[src/rtl/rx_decoder_pkg.sv]
`default_nettype none
// ============================================================================
//  Package : types
//  Shared line-symbol and receiver-state types for the low-speed receive path.
//    d_port_t   : retimed line symbol (SE0, J, K, SE1)
//    rx_state_t : receive state machine states
//  Revision : 1.0  initial release
// ============================================================================
package types;

  typedef enum logic [1:0] {
    SE0 = 2'b00,
    J   = 2'b01,
    K   = 2'b10,
    SE1 = 2'b11
  } d_port_t;

  typedef enum logic [2:0] {
    IDLE  = 3'd0,
    SYNC  = 3'd1,
    DATA  = 3'd2,
    EOP   = 3'd3,
    ABORT = 3'd4
  } rx_state_t;

  // Run of decoded ones after which the next bit is a stuffed bit.
  localparam int unsigned ONES_LIMIT  = 6;
  // Consecutive J samples needed to leave ABORT.
  localparam int unsigned ABORT_J_LEN = 8;

  // True for the two differential data symbols.
  function automatic logic is_jk(input d_port_t s);
    return (s == J) || (s == K);
  endfunction

endpackage
`default_nettype wire

[src/rtl/rx_unstuff.sv]
`default_nettype none
// ============================================================================
//  Module  : rx_unstuff
//  NRZI decoder and bit unstuffer.
//    clk, reset   : clock, synchronous active-high reset
//    i_strobe     : bit-centre strobe; all state advances only on strobe
//    i_q          : retimed line symbol
//    i_count_en   : ones-run tracking active (SYNC and DATA)
//    o_bit        : NRZI-decoded bit of i_q (1 = no transition)
//    o_bit_valid  : decoded data bit is real (not a stuffed bit)
//    o_stuff_err  : stuffed bit decoded as 1 (only with RX_STUFF_CHECK_EN)
//  Configuration macro: RX_STUFF_CHECK_EN
//  Revision : 1.0  initial release
// ============================================================================
module rx_unstuff
  import types::*;
(
  input  logic    clk,
  input  logic    reset,
  input  logic    i_strobe,
  input  d_port_t i_q,
  input  logic    i_count_en,
  output logic    o_bit,
  output logic    o_bit_valid,
  output logic    o_stuff_err
);

  d_port_t    r_prev;
  logic [2:0] r_ones;

  logic w_bit;
  logic w_jk;
  logic w_stuff_slot;

  assign w_bit        = (i_q == r_prev);
  assign w_jk         = is_jk(i_q);
  assign w_stuff_slot = (r_ones == 3'(ONES_LIMIT));

  assign o_bit       = w_bit;
  assign o_bit_valid = i_strobe & i_count_en & w_jk & ~w_stuff_slot;
`ifdef RX_STUFF_CHECK_EN
  assign o_stuff_err = i_strobe & i_count_en & w_jk & w_stuff_slot & w_bit;
`else
  assign o_stuff_err = 1'b0;
`endif

  always_ff @(posedge clk) begin
    if (reset) begin
      r_prev <= J;
      r_ones <= 3'd0;
    end else if (i_strobe) begin
      r_prev <= i_q;
      // The stuffed slot itself, any non-data symbol, or leaving the
      // packet all restart the run.
      if (!i_count_en || !w_jk || w_stuff_slot) begin
        r_ones <= 3'd0;
      end else if (w_bit) begin
        r_ones <= r_ones + 3'd1;
      end else begin
        r_ones <= 3'd0;
      end
    end
  end

endmodule
`default_nettype wire

[src/rtl/rx_decoder.sv]
`default_nettype none
// ============================================================================
//  Module  : rx_decoder
//  Packet receive state machine and byte assembly on top of rx_unstuff.
//    clk, reset : 24 MHz clock, synchronous active-high reset
//    q          : retimed line symbol
//    strobe     : one-cycle bit-centre strobe
//    rx_data    : received byte, LSB first on the line
//    rx_valid   : one-cycle pulse, rx_data valid
//    rx_active  : high from SYNC completion to packet end or abort
//    rx_error   : one-cycle pulse on stuff, framing or SE1 error
//    eop        : one-cycle pulse on valid end of packet
//  Configuration macro: RX_STUFF_CHECK_EN (stuff errors abort the packet)
//  Revision : 1.0  initial release
// ============================================================================
module rx_decoder
  import types::*;
(
  input  logic       clk,
  input  logic       reset,
  input  d_port_t    q,
  input  logic       strobe,
  output logic [7:0] rx_data,
  output logic       rx_valid,
  output logic       rx_active,
  output logic       rx_error,
  output logic       eop
);

  rx_state_t  r_state,  w_state_nx;
  logic [7:0] r_data,   w_data_nx;
  logic [2:0] r_bitcnt, w_bitcnt_nx;
  logic [2:0] r_jcnt,   w_jcnt_nx;
  logic       r_valid,  w_valid_nx;
  logic       r_active, w_active_nx;
  logic       r_error,  w_error_nx;
  logic       r_eop,    w_eop_nx;

  logic w_bit;
  logic w_bit_valid;
  logic w_stuff_err;
  logic w_count_en;

  assign w_count_en = (r_state == SYNC) || (r_state == DATA);

  rx_unstuff u_unstuff (
    .clk         (clk),
    .reset       (reset),
    .i_strobe    (strobe),
    .i_q         (q),
    .i_count_en  (w_count_en),
    .o_bit       (w_bit),
    .o_bit_valid (w_bit_valid),
    .o_stuff_err (w_stuff_err)
  );

  always_ff @(posedge clk) begin
    if (reset) begin
      r_state  <= IDLE;
      r_data   <= 8'h00;
      r_bitcnt <= 3'd0;
      r_jcnt   <= 3'd0;
      r_valid  <= 1'b0;
      r_active <= 1'b0;
      r_error  <= 1'b0;
      r_eop    <= 1'b0;
    end else begin
      r_state  <= w_state_nx;
      r_data   <= w_data_nx;
      r_bitcnt <= w_bitcnt_nx;
      r_jcnt   <= w_jcnt_nx;
      r_valid  <= w_valid_nx;
      r_active <= w_active_nx;
      r_error  <= w_error_nx;
      r_eop    <= w_eop_nx;
    end
  end

  always_comb begin
    w_state_nx  = r_state;
    w_data_nx   = r_data;
    w_bitcnt_nx = r_bitcnt;
    w_jcnt_nx   = r_jcnt;
    w_active_nx = r_active;
    w_valid_nx  = 1'b0;
    w_error_nx  = 1'b0;
    w_eop_nx    = 1'b0;

    if (strobe) begin
      unique case (r_state)
        IDLE: begin
          if (q == K) w_state_nx = SYNC;
        end

        SYNC: begin
          if (q == SE1) begin
            w_state_nx = ABORT;
            w_error_nx = 1'b1;
            w_jcnt_nx  = 3'd0;
          end else if (q == SE0) begin
            w_state_nx = IDLE;
          end else if (w_bit) begin
            // Closing K,K of SYNC; the unstuffer has already counted it as a one.
            w_state_nx  = DATA;
            w_active_nx = 1'b1;
            w_bitcnt_nx = 3'd0;
          end
        end

        DATA: begin
          if ((q == SE1) || w_stuff_err) begin
            w_state_nx  = ABORT;
            w_error_nx  = 1'b1;
            w_active_nx = 1'b0;
            w_jcnt_nx   = 3'd0;
          end else if (q == SE0) begin
            w_state_nx = EOP;
            w_error_nx = (r_bitcnt != 3'd0);
          end else if (w_bit_valid) begin
            w_data_nx   = {w_bit, r_data[7:1]};
            w_bitcnt_nx = r_bitcnt + 3'd1;
            w_valid_nx  = (r_bitcnt == 3'd7);
          end
        end

        EOP: begin
          if (q == J) begin
            w_state_nx  = IDLE;
            w_eop_nx    = 1'b1;
            w_active_nx = 1'b0;
          end else if (q != SE0) begin
            w_state_nx  = ABORT;
            w_error_nx  = 1'b1;
            w_active_nx = 1'b0;
            w_jcnt_nx   = 3'd0;
          end
        end

        ABORT: begin
          w_active_nx = 1'b0;
          if (q == J) begin
            if (r_jcnt == 3'(ABORT_J_LEN - 1)) begin
              w_state_nx = IDLE;
              w_jcnt_nx  = 3'd0;
            end else begin
              w_jcnt_nx = r_jcnt + 3'd1;
            end
          end else begin
            w_jcnt_nx = 3'd0;
          end
        end

        default: w_state_nx = IDLE;
      endcase
    end
  end

  assign rx_data   = r_data;
  assign rx_valid  = r_valid;
  assign rx_active = r_active;
  assign rx_error  = r_error;
  assign eop       = r_eop;

endmodule
`default_nettype wire

[config.mk]
export PLATFORM = sky130hd
export DESIGN_NAME = rx_decoder
export DESIGN_NICKNAME = d
export VERILOG_FILES = /design/src/rtl/rx_decoder_pkg.sv /design/src/rtl/rx_unstuff.sv /design/src/rtl/rx_decoder.sv
export SDC_FILE = /design/constraint.sdc
export NUM_CORES = 1
export LEC_CHECK = 0
export CORE_MARGIN = 1
export CORE_UTILIZATION = 32
export DETAILED_ROUTE_END_ITERATION = 10
export GPL_TIMING_DRIVEN = 0
export MAX_ROUTING_LAYER = met4
export PLACE_DENSITY = 0.59
export SYNTH_ARGS = -nofsm -noshare
export SYNTH_HDL_FRONTEND = slang
export SYNTH_SLANG_ARGS = --single-unit
[constraint.sdc]
create_clock -name clk -period 2.7 [get_ports clk]
set_input_delay 0.54 -clock clk [delete_from_list [all_inputs] [get_ports clk]]
set_output_delay 0.54 -clock clk [all_outputs]
set_load 0.005 [all_outputs]
==> report_table.html <==
<table>
<tr><th>Metric</th><th>Value</th></tr>
<tr><th colspan="2">Floorplan</th></tr>
<tr><td>Die Span Y</td><td>70.1 um</td></tr>
<tr><td>Ports</td><td>17</td></tr>
<tr><td>FP Rows</td><td>24</td></tr>
<tr><td>Initial core utilization</td><td>33.6%</td></tr>
<tr><td>Full die area</td><td>0.00491 mm2</td></tr>
<tr><td>Die width</td><td>70.1 um</td></tr>
<tr><td>Area of the core region</td><td>0.00441 mm2</td></tr>
<tr><th colspan="2">Final layout</th></tr>
<tr><td>Most common library cell in the layout ignoring fill and taps</td><td>dfxtp_1</td></tr>
<tr><td>Commonest non-fill, non-tap cells in the layout</td><td>dfxtp_1, nor2_1, clkdlybuf4s50_1</td></tr>
<tr><td>Area delta synth-&gt;final</td><td>20.4%</td></tr>
<tr><td>Nets</td><td>208</td></tr>
<tr><td>Share of layout cells above drive strength 1</td><td>6.84%</td></tr>
<tr><td>Count of placed standard cells in the final layout, fillers left out</td><td>242</td></tr>
<tr><td>Count of inserted antenna diode cells</td><td>0</td></tr>
<tr><th colspan="2">Drt</th></tr>
<tr><td>Drt via density</td><td>5.23</td></tr>
<tr><td>Via Count</td><td>1266</td></tr>
<tr><td>Iter 0 DRT Violations</td><td>78</td></tr>
<tr><td>Antenna-violating nets left</td><td>0</td></tr>
<tr><td>Residual DRC</td><td>0</td></tr>
<tr><td>First-pass iteration count of the detailed router</td><td>4</td></tr>
<tr><td>Total wirelength of the detailed-routed design</td><td>3.11 mm</td></tr>
<tr><td>DR WL/cell</td><td>12.9 um</td></tr>
<tr><th colspan="2">Clocking</th></tr>
<tr><td>Clk slew on worst S/H paths</td><td>0.10 ns</td></tr>
<tr><td>H-tree level count</td><td>1</td></tr>
<tr><td>Total clock buffers created by CTS</td><td>3</td></tr>
<tr><td>Clock insertion delay at the later pin of the skew report</td><td>0.27 ns</td></tr>
<tr><td>Number of sinks driven by the clock tree</td><td>26</td></tr>
<tr><td>CTS hold repair buffers</td><td>0</td></tr>
<tr><td>Clk Tree Root Cell</td><td>clkbuf_8</td></tr>
<tr><td>Clock tree buffer depth</td><td>2</td></tr>
<tr><td>TritonCTS clock tree</td><td>done</td></tr>
<tr><td>Post-CTS Setup Bufs</td><td>0</td></tr>
<tr><th colspan="2">Global routing</th></tr>
<tr><td>Maximum number of pins on one net before global-route repair</td><td>16</td></tr>
<tr><td>Sum of overflow across all layers after global routing</td><td>0</td></tr>
<tr><td>Antenna violations before repair</td><td>0</td></tr>
<tr><td>Global-route wire length before repair</td><td>5.33 mm</td></tr>
<tr><td>Number of global-route vias before repair</td><td>1152</td></tr>
<tr><td>All-Layer GR Usage</td><td>13.7%</td></tr>
<tr><th colspan="2">Yosys</th></tr>
<tr><td>Synth Warn #</td><td>0</td></tr>
<tr><td>Yosys reg bits</td><td>26</td></tr>
<tr><td>Distinct cells, synth</td><td>43</td></tr>
<tr><td>Synthesized area divided by synthesized cell count</td><td>8.72 um2</td></tr>
<tr><td>Number of nets in the synthesized netlist</td><td>187</td></tr>
<tr><td>Largest cells by area after synthesis</td><td>dfxtp_1, ha_1, mux2i_1, nor2_1, nand2_1</td></tr>
<tr><td>Sequential element share of the synthesized area</td><td>35.1%</td></tr>
<tr><td>Post-synthesis cell type with the largest combined area</td><td>dfxtp_1</td></tr>
<tr><td>Cell Area, Synth</td><td>0.00148 mm2</td></tr>
<tr><td>Area share of the largest cell type after synthesis</td><td>35.1%</td></tr>
<tr><td>Synthesized netlist cell count</td><td>170</td></tr>
<tr><th colspan="2">STA</th></tr>
<tr><td>Slew margin rel.</td><td>67.8%</td></tr>
<tr><td>Final worst clock skew</td><td>0.00760 ns</td></tr>
<tr><td>Slew Limit Fails</td><td>0</td></tr>
<tr><td>Number of failing setup endpoints in the final timing report</td><td>0</td></tr>
<tr><td>Shortest clock period the worst path allows after layout</td><td>2.57 ns</td></tr>
<tr><td>Worst hold margin</td><td>0.497 ns</td></tr>
<tr><td>Tightest Pin Transition</td><td>0.482 ns</td></tr>
<tr><td>Fin Setup TNS</td><td>0 ns</td></tr>
<tr><td>Setup repair after global routing missed its margin</td><td>false</td></tr>
<tr><td>Final hold violations</td><td>0</td></tr>
<tr><td>Part of the cycle the worst path needs</td><td>95.1%</td></tr>
<tr><td>Max Fclk</td><td>390 MHz</td></tr>
<tr><th colspan="2">Worst setup path</th></tr>
<tr><td>Kind of critical path</td><td>primary input to flip-flop</td></tr>
<tr><td>Worst Reg2Reg Path Length in Cells</td><td>7</td></tr>
<tr><td>Type of destination of the critical path</td><td>flip-flop</td></tr>
<tr><td>Crit path DAT</td><td>2.73 ns</td></tr>
<tr><td>Maximum fanout count along the critical path</td><td>5</td></tr>
<tr><td>Data required time of the worst path</td><td>2.87 ns</td></tr>
<tr><td>Nature of the critical path startpoint</td><td>primary input</td></tr>
<tr><th colspan="2">Status</th></tr>
<tr><td>Result of the run</td><td>finished, final reports clean</td></tr>
<tr><th colspan="2">Pwr</th></tr>
<tr><td>Worst IR Drop VDD</td><td>294 uV</td></tr>
<tr><td>Tot Pwr</td><td>0.000814 W</td></tr>
<tr><td>Pwr Density</td><td>456 mW/mm2</td></tr>
<tr><td>P_leak</td><td>0.766 nW</td></tr>
<tr><th colspan="2">Placement</th></tr>
<tr><td># port buffers</td><td>16</td></tr>
<tr><td>Final GP Congestion</td><td>0.892</td></tr>
<tr><td>Total instance count after detailed placement</td><td>238</td></tr>
<tr><td>HPWL reported at the end of detailed placement</td><td>2.19 mm</td></tr>
<tr><th colspan="2">Flow run</th></tr>
<tr><td>Max-cap violations</td><td>0</td></tr>
<tr><th colspan="2">Min path</th></tr>
<tr><td>Class of the most critical hold timing path</td><td>flip-flop to flip-flop</td></tr>
<tr><td>Hold Path Depth</td><td>1</td></tr>
</table>
metrics by stage:
step / setup slack (ns) / utilization [%] / instance area [um2]
6_report: 0.133 / 40.4 / 1790
5_1_grt: 0.0360 / 40.4 / 1790
4_1_cts: 0.0367 / 40.3 / 1780
3_5_place_dp: -0.249 / 38.7 / 1710
3_3_place_gp: -0.238 / 38.7 / 1710
2_1_floorplan: 0.649 / - / 1480
Yosys cell counts:
cell	n
dfxtp_1	26
nor2_1	18
nand2_1	14
mux2i_1	13
ha_1	12
clkbuf_1	8
inv_1	8
nand2b_1	6
o21ai_0	6
a21oi_1	5
nor2b_1	5
a31oi_1	3
nand3_1	3
nand3b_1	3
nor3_1	3
a211oi_1	2
a22o_1	2
a22oi_1	2
buf_2	2
mux2_2	2
nor3b_1	2
o21a_1	2
o41ai_1	2
xor2_1	2
a211o_1	1
a2bb2oi_1	1
a32o_1	1
and2b_1	1
and3_1	1
buf_4	1
buf_6	1
nand4_1	1
nor2b_4	1
o2111ai_1	1
o211a_1	1
o211ai_1	1
o21ai_1	1
o221ai_1	1
o22ai_1	1
o311ai_0	1
or4_1	1
or4b_2	1
xnor2_1	1
flip-flops by register name (all words and copies together), names as in the netlist:
register          cells
eop                   1
rx_active             1
u_unstuff.r_ones      3
rx_error              1
r_jcnt                3
r_state               3
u_unstuff.r_prev      2
rx_valid              1
rx_data               8
r_bitcnt              3
cell type report:
type,count,area [um2]
multi-input cells,124,877
well taps,52,65.1
inverters,8,30.0
repair buffers,16,163
flip-flops and latches,26,520
fillers,476,2630
plain buffers,12,58.8
clock inverters,1,30.0
clock buffers,3,41.3
where the power goes:
| part | switching (W) | internal [W] | leakage [nW] |
|---|---|---|---|
| Combinational | 0.0000613 | 0.0000409 | 0.520 |
| Sequential | 0.00000282 | 0.000388 | 0.210 |
| Clock | 0.000123 | 0.000198 | 0.0357 |
| Total | 0.000187 | 0.000627 | 0.766 |
worst max-delay path, cell delays in order:
cell and delay (ns):
clkdlybuf4s50_1 0.57, inv_1 0.11, ha_1 0.36, nand2_1 0.10
a21oi_2 0.17, a22oi_1 0.11, or4_1 0.49, buf_2 0.16
mux2i_1 0.12
logic make-up (layout without fill, tap and decap cells):
family	count (synthesis)	after routing	share of synthesized area, %
DFF	26	26	35.1
xor gates and xnor gates	3	3	1.77
and+or+nand+nor	60	60	20.8
adders and majority gates	12	12	10.1
muxes	15	15	10.3
AOI/OAI and AO/OA	34	34	15.9
buffers and inverters	20	40	5.99
routing by layer:
layer	track usage [%]	vias to the layer above	part of all wire, %
li1	-	634	-
met3	1.88	2	3.6
met4	3.33	0	0.74
met1	18.7	601	52
met2	21.6	29	44
met5	-	-	0
path summary, 6_finish.rpt:
kind,start,end,slack (ns)
worst max-delay path,q[0],r_bitcnt[2],0.13
worst min-delay path,r_jcnt[2],r_jcnt[2],0.50
worst max register to register,u_unstuff.r_ones[0],r_bitcnt[2],0.89
worst min register to register,r_jcnt[2],r_jcnt[2],0.50
timing repair:
item | CTS | global route
endpoints found under the hold margin | 0 | 0
setup endpoints to repair | 0 | 4
gates resized for setup | 0 | 2
Note: power is estimated with default switching activity, not from simulation.
==> RTL edit 1: new RTL, same flow settings <==
Put one more register stage on the output `rx_active`, with the module's reset. The value now appears one clock later. The other outputs are not delayed to match.
--- a/src/rtl/rx_decoder.sv
+++ b/src/rtl/rx_decoder.sv
@@ -158,5 +158,11 @@
   assign rx_data   = r_data;
   assign rx_valid  = r_valid;
-  assign rx_active = r_active;
+  always_ff @(posedge clk) begin
+    if (reset) begin
+      rx_active <= '0;
+    end else begin
+      rx_active <= r_active;
+    end
+  end
   assign rx_error  = r_error;
   assign eop       = r_eop;
Formal check against the unedited RTL: not equivalent (a bounded check fails within 4 cycles, from zero or initial values and one cycle with reset high).
==> RTL edit 1 against the unedited design <==
- via count fell by 4.3%
- total power decreased by 9.7%
- sequential power rose by 4%
- register-to-register slack got worse by 0.03 ns
- sequential cell count grew 1
- worst setup slack better by 0.23 ns
- wire length fell by 2.1%
- first-iteration DRC count decreased by 42%
- clock power decreased by 29%
- final area rose by 1.1%
- area after synthesis grew 4.1%
- critical path type unchanged
==> RTL edit 1: results (changes against the unedited design) <==
Leading post-synthesis cells by cell area: sky130_fd_sc_hd__dfxtp_1, sky130_fd_sc_hd__ha_1, sky130_fd_sc_hd__mux2i_1 (unchanged). Number of vias per cell: 5.07 (was 5.23). The number of input and output port buffers inserted was 15 (was 16); the worst slack at placement was 0.0556 ns (was -0.249 ns).

The share of cells above drive strength 1 came out at 0.0856 (was 0.0684). The tools report the final standard cell count with taps included and fillers excluded as 239 (was 242). The run gives 185 (was 187) as the number of nets in the synthesized netlist. The highest-delay cell along the critical path is sky130_fd_sc_hd__clkdlybuf4s50_1 (unchanged). The run gives 205 (was 208) as the final net count. The run finished with clean final reports. The logs give 16 (unchanged) for the largest net degree at the start of global routing and 188 uW (was 187 uW) for the switching power summed over all nets. The via count of the first global-routing pass was 1179 (was 1152). The number of enable-type register cells in the synthesized netlist came out at 0 (unchanged).

The run gives 0 (unchanged) as the antenna diode instance count. The run gives 0.756 nW (was 0.766 nW) as the standby leakage power. The yosys synthesis warning count came out at 0 (unchanged). The number of buffers inserted to repair setup after CTS was 0 (unchanged); the total CTS buffers was 3 (unchanged). Leading cell types by count after synthesis: sky130_fd_sc_hd__dfxtp_1, sky130_fd_sc_hd__mux2i_1, sky130_fd_sc_hd__nor2_1, sky130_fd_sc_hd__ha_1, sky130_fd_sc_hd__nand2b_1 (was sky130_fd_sc_hd__dfxtp_1, sky130_fd_sc_hd__nor2_1, sky130_fd_sc_hd__nand2_1, sky130_fd_sc_hd__mux2i_1, sky130_fd_sc_hd__ha_1). The most used flip-flop cell after synthesis is sky130_fd_sc_hd__dfxtp_1 (unchanged).

Maximum resistive drop on vdd: 0.000179 V (was 0.000294 V). The logs give 4 (unchanged) for the first-pass iteration count of the detailed router and 2 (unchanged) for the largest buffer count on any clock path. Detailed-route wire length per cell: 12.8 um (was 12.9 um). Area occupied by registers: 541 um^2 (was 520 um^2). The post-cts repair resize count was 0 (unchanged); the synthesized instance count was 168 (was 170). The portion of the post-synthesis area used by sequential elements was 0.350 (was 0.351). The weighted congestion reported at the end of routability-driven placement came out at 0.857 (was 0.892). In this design, the stage delay of the slowest critical-path cell is 0.56 ns. The instance area after placement came out at 1760 um^2 (was 1710 um^2). The arrival time reported for the critical path endpoint is 2.50 ns (was 2.73 ns). The final-layout fill cell count is 467 (was 476).

The overall routing resource usage was 0.136 (was 0.137); the DRC violation total after the first TritonRoute iteration was 45 (was 78). The run gives 0.00528 ns (was 0.00760 ns) as the setup clock skew after layout. Detailed-placement wirelength estimate: 2270 um (was 2190 um).

After clock tree synthesis, the clock-pin slew on the worst setup and hold paths is 0.09 ns. Global-route wire length before repair: 5430 um (was 5330 um). Transition time at the pin with the least slew margin: 0.555 ns (was 0.482 ns). Peak fanout along the critical path: 5 (unchanged).
-- RTL edit 1: changes by cell type after synthesis, sizes merged, moves of 3 or more --
cell and change:
clkbuf -6, nand2 -3, nor2 -4, nor3 +3, nand2b +6, a31oi -3, buf +3
-- RTL edit 1: layer usage --
metal,track usage,up-vias,part of all wire,wire length (um)
li1,-,625,-,-
met1,0.193,565,0.52,1570
met2,0.199,19,0.44,1340
met3,0.0239,2,0.037,113
met4,0.0333,0,0.0072,22
met5,-,-,0,0
-- RTL edit 1: cell type report --
type / count / share of cell area
well taps: 52 / 0.0361
clock inverters: 1 / 0.00277
multi-input cells: 124 / 0.511
clock buffers: 3 / 0.0229
repair buffers: 15 / 0.0832
inverters: 8 / 0.0166
plain buffers: 9 / 0.0277
flip-flops and latches: 27 / 0.300
-- RTL edit 1: critical path: cells and delay by family --
| family | cells | cell delay (ns) |
|---|---|---|
| buffers and inverters | 2 | 0.67 |
| AOI/OAI and AO/OA | 2 | 0.32 |
| muxes | 1 | 0.32 |
| adders and majority gates | 1 | 0.29 |
| and+or+nand+nor | 1 | 0.37 |
-- RTL edit 1: cells by family after synthesis --
kind of cell             after synthesis  share of synthesized area
AO/OA/AOI/OAI                         30                      0.144
AND/OR/NAND/NOR                       64                      0.239
adder cells (fa/ha/maj)               12                     0.0973
flip-flops                            27                      0.350
buffers and inverters                 17                     0.0519
multiplexers                          16                      0.105
XOR/XNOR                               2                     0.0114
-- RTL edit 1: final timing paths --
| path | startpoint | to | slack (ns) | cells past startpoint |
|---|---|---|---|---|
| worst max-delay path | q[0] | r_active | 0.36 | 7 |
| worst min-delay path | r_active | rx_active | 0.47 | 1 |
| worst max register to register | r_jcnt[0] | r_state[0] | 0.86 | 6 |
| worst min register to register | r_active | rx_active | 0.47 | 1 |
-- RTL edit 1: power by group through the flow --
stage                     Sequential, mW  Combinational (mW)  Clock (mW)
after floorplan                    0.416              0.0719           0
after global placement             0.418               0.100           0
after detailed placement           0.418              0.0992           0
after CTS                          0.409              0.0999       0.243
after global routing               0.410               0.111       0.263
final                              0.408              0.0991       0.228
==> RTL edit 2: new RTL, same settings <==
Without the edit above. The option `RX_STUFF_CHECK_EN` is turned on by a define.
--- a/src/rtl/rx_unstuff.sv
+++ b/src/rtl/rx_unstuff.sv
@@ -13,4 +13,6 @@
 //  Revision : 1.0  initial release
 // ============================================================================
+`define RX_STUFF_CHECK_EN
+
 module rx_unstuff
   import types::*;
Check against the original RTL: not equivalent (Yosys sat finds a counterexample within 10 cycles, from zero or initial values and one cycle with reset high).
==> RTL edit 2 against the unedited design <==
- the run now ends with design-rule violations left
- largest cell class unchanged
- utilization about the same
- die area increased by 1.8%
- worst setup slack improved by 0.078 ns
- sequential power increased by 1%
- total power increased by 1.2%
- area after synthesis increased by 1.9%
- sequential cell count unchanged
- final area increased by 0.63%
- wire length decreased by 2.9%
- critical endpoint is now r_bitcnt[0]
- first-iteration DRC count decreased by 35%
- clock power increased by 2%
==> RTL edit 2: results (changes against the unedited design) <==
The non-clock buffer contribution to total cell area is 0.106 (was 0.124). The detailed-route wire length per cell came out at 12.8 um (was 12.9 um). Destination of the worst register-to-register timing path: r_bitcnt[0] (was r_bitcnt[2]).

The post-route fraction of the period consumed by the critical path was 0.922 (was 0.951); the number of distinct library cells after synthesis was 49 (was 43). The number of non-clock buffers is 23 (was 28), and the number of vias per cell is 5.10 (was 5.23). The first-pass iteration count of the detailed router is 7 (was 4), and the residual DRC count is 4 (was 0). The run gives 1115 (was 1152) as the via count of the first global-routing pass. The maximum resistive drop on vdd was 0.000387 V (was 0.000294 V).

The number of nets in the synthesized netlist came out at 182 (was 187). Leading post-synthesis cells by cell area: sky130_fd_sc_hd__dfxtp_1, sky130_fd_sc_hd__ha_1, sky130_fd_sc_hd__mux2i_1 (unchanged). The met3 routed wirelength came out at 162 um (was 111 um).

Transition time at the pin with the least slew margin: 0.537 ns (was 0.482 ns). Leading cell types by count after synthesis: sky130_fd_sc_hd__dfxtp_1, sky130_fd_sc_hd__nor2_1, sky130_fd_sc_hd__mux2i_1, sky130_fd_sc_hd__ha_1, sky130_fd_sc_hd__inv_1 (was sky130_fd_sc_hd__dfxtp_1, sky130_fd_sc_hd__nor2_1, sky130_fd_sc_hd__nand2_1, sky130_fd_sc_hd__mux2i_1, sky130_fd_sc_hd__ha_1). The flow ran to the end, but the final reports show violations.

The area overhead of the layout relative to synthesis was 19.0% (was 20.4%). For the global routing met3 resource utilization, the log shows 0.0299 (was 0.0188). Global-route wire length before repair: 5270 um (was 5330 um). The DRC violation total after the first TritonRoute iteration is 51 (was 78), and the global routing usage on met2 is 0.213 (was 0.216). The multi-input combinational area share is 0.510 (was 0.491). The sequential share of cell area was 0.290 (was 0.292); the internal reg-to-reg setup slack was 0.91 ns (was 0.89 ns). The placed instance count was 232 (was 238); the clock-cell share of area was 0.0397 (was 0.0399).

The checks that failed: design-rule violations. The final net count is 202 (was 208). The weighted congestion reported at the end of routability-driven placement came out at 0.890 (was 0.892). Startpoint of the tightest hold check path: r_jcnt[0] (was r_jcnt[2]). The logs give 0.469 ns (was 0.497 ns) for the worst hold slack after final layout and 1730 um^2 (was 1710 um^2) for the instance area after placement.

The portion of the post-synthesis area used by sequential elements was 0.345 (was 0.351); the global routing usage on met1 was 0.182 (was 0.187). For the combinational fraction of design power, the log shows 0.121 (was 0.126). The run gives 452 (was 476) as the final-layout fill cell count.
## RTL edit 2: cell types whose count changed after synthesis, moves of 3 or more
cell                       change
sky130_fd_sc_hd__nand2_1       -9
sky130_fd_sc_hd__clkbuf_1      -4
sky130_fd_sc_hd__a21oi_1       -3
sky130_fd_sc_hd__and2_1        +4
sky130_fd_sc_hd__nand3b_1      -3
## RTL edit 2: worst register-to-register path: stages, from the launching register on
cell and delay, ns:
sky130_fd_sc_hd__dfxtp_1 0.38, sky130_fd_sc_hd__inv_1 0.06, sky130_fd_sc_hd__ha_1 0.19, sky130_fd_sc_hd__a21boi_0 0.39, sky130_fd_sc_hd__nand3_2 0.18, sky130_fd_sc_hd__buf_4 0.23, sky130_fd_sc_hd__a211oi_1 0.26
## RTL edit 2: logic make-up after synthesis
kind of cell,share of synthesized area
fa+ha+maj,0.0994
flops,0.345
buf+inv,0.0489
xor+xnor,0.0290
simple gates,0.234
compound gates,0.158
mux,0.0862
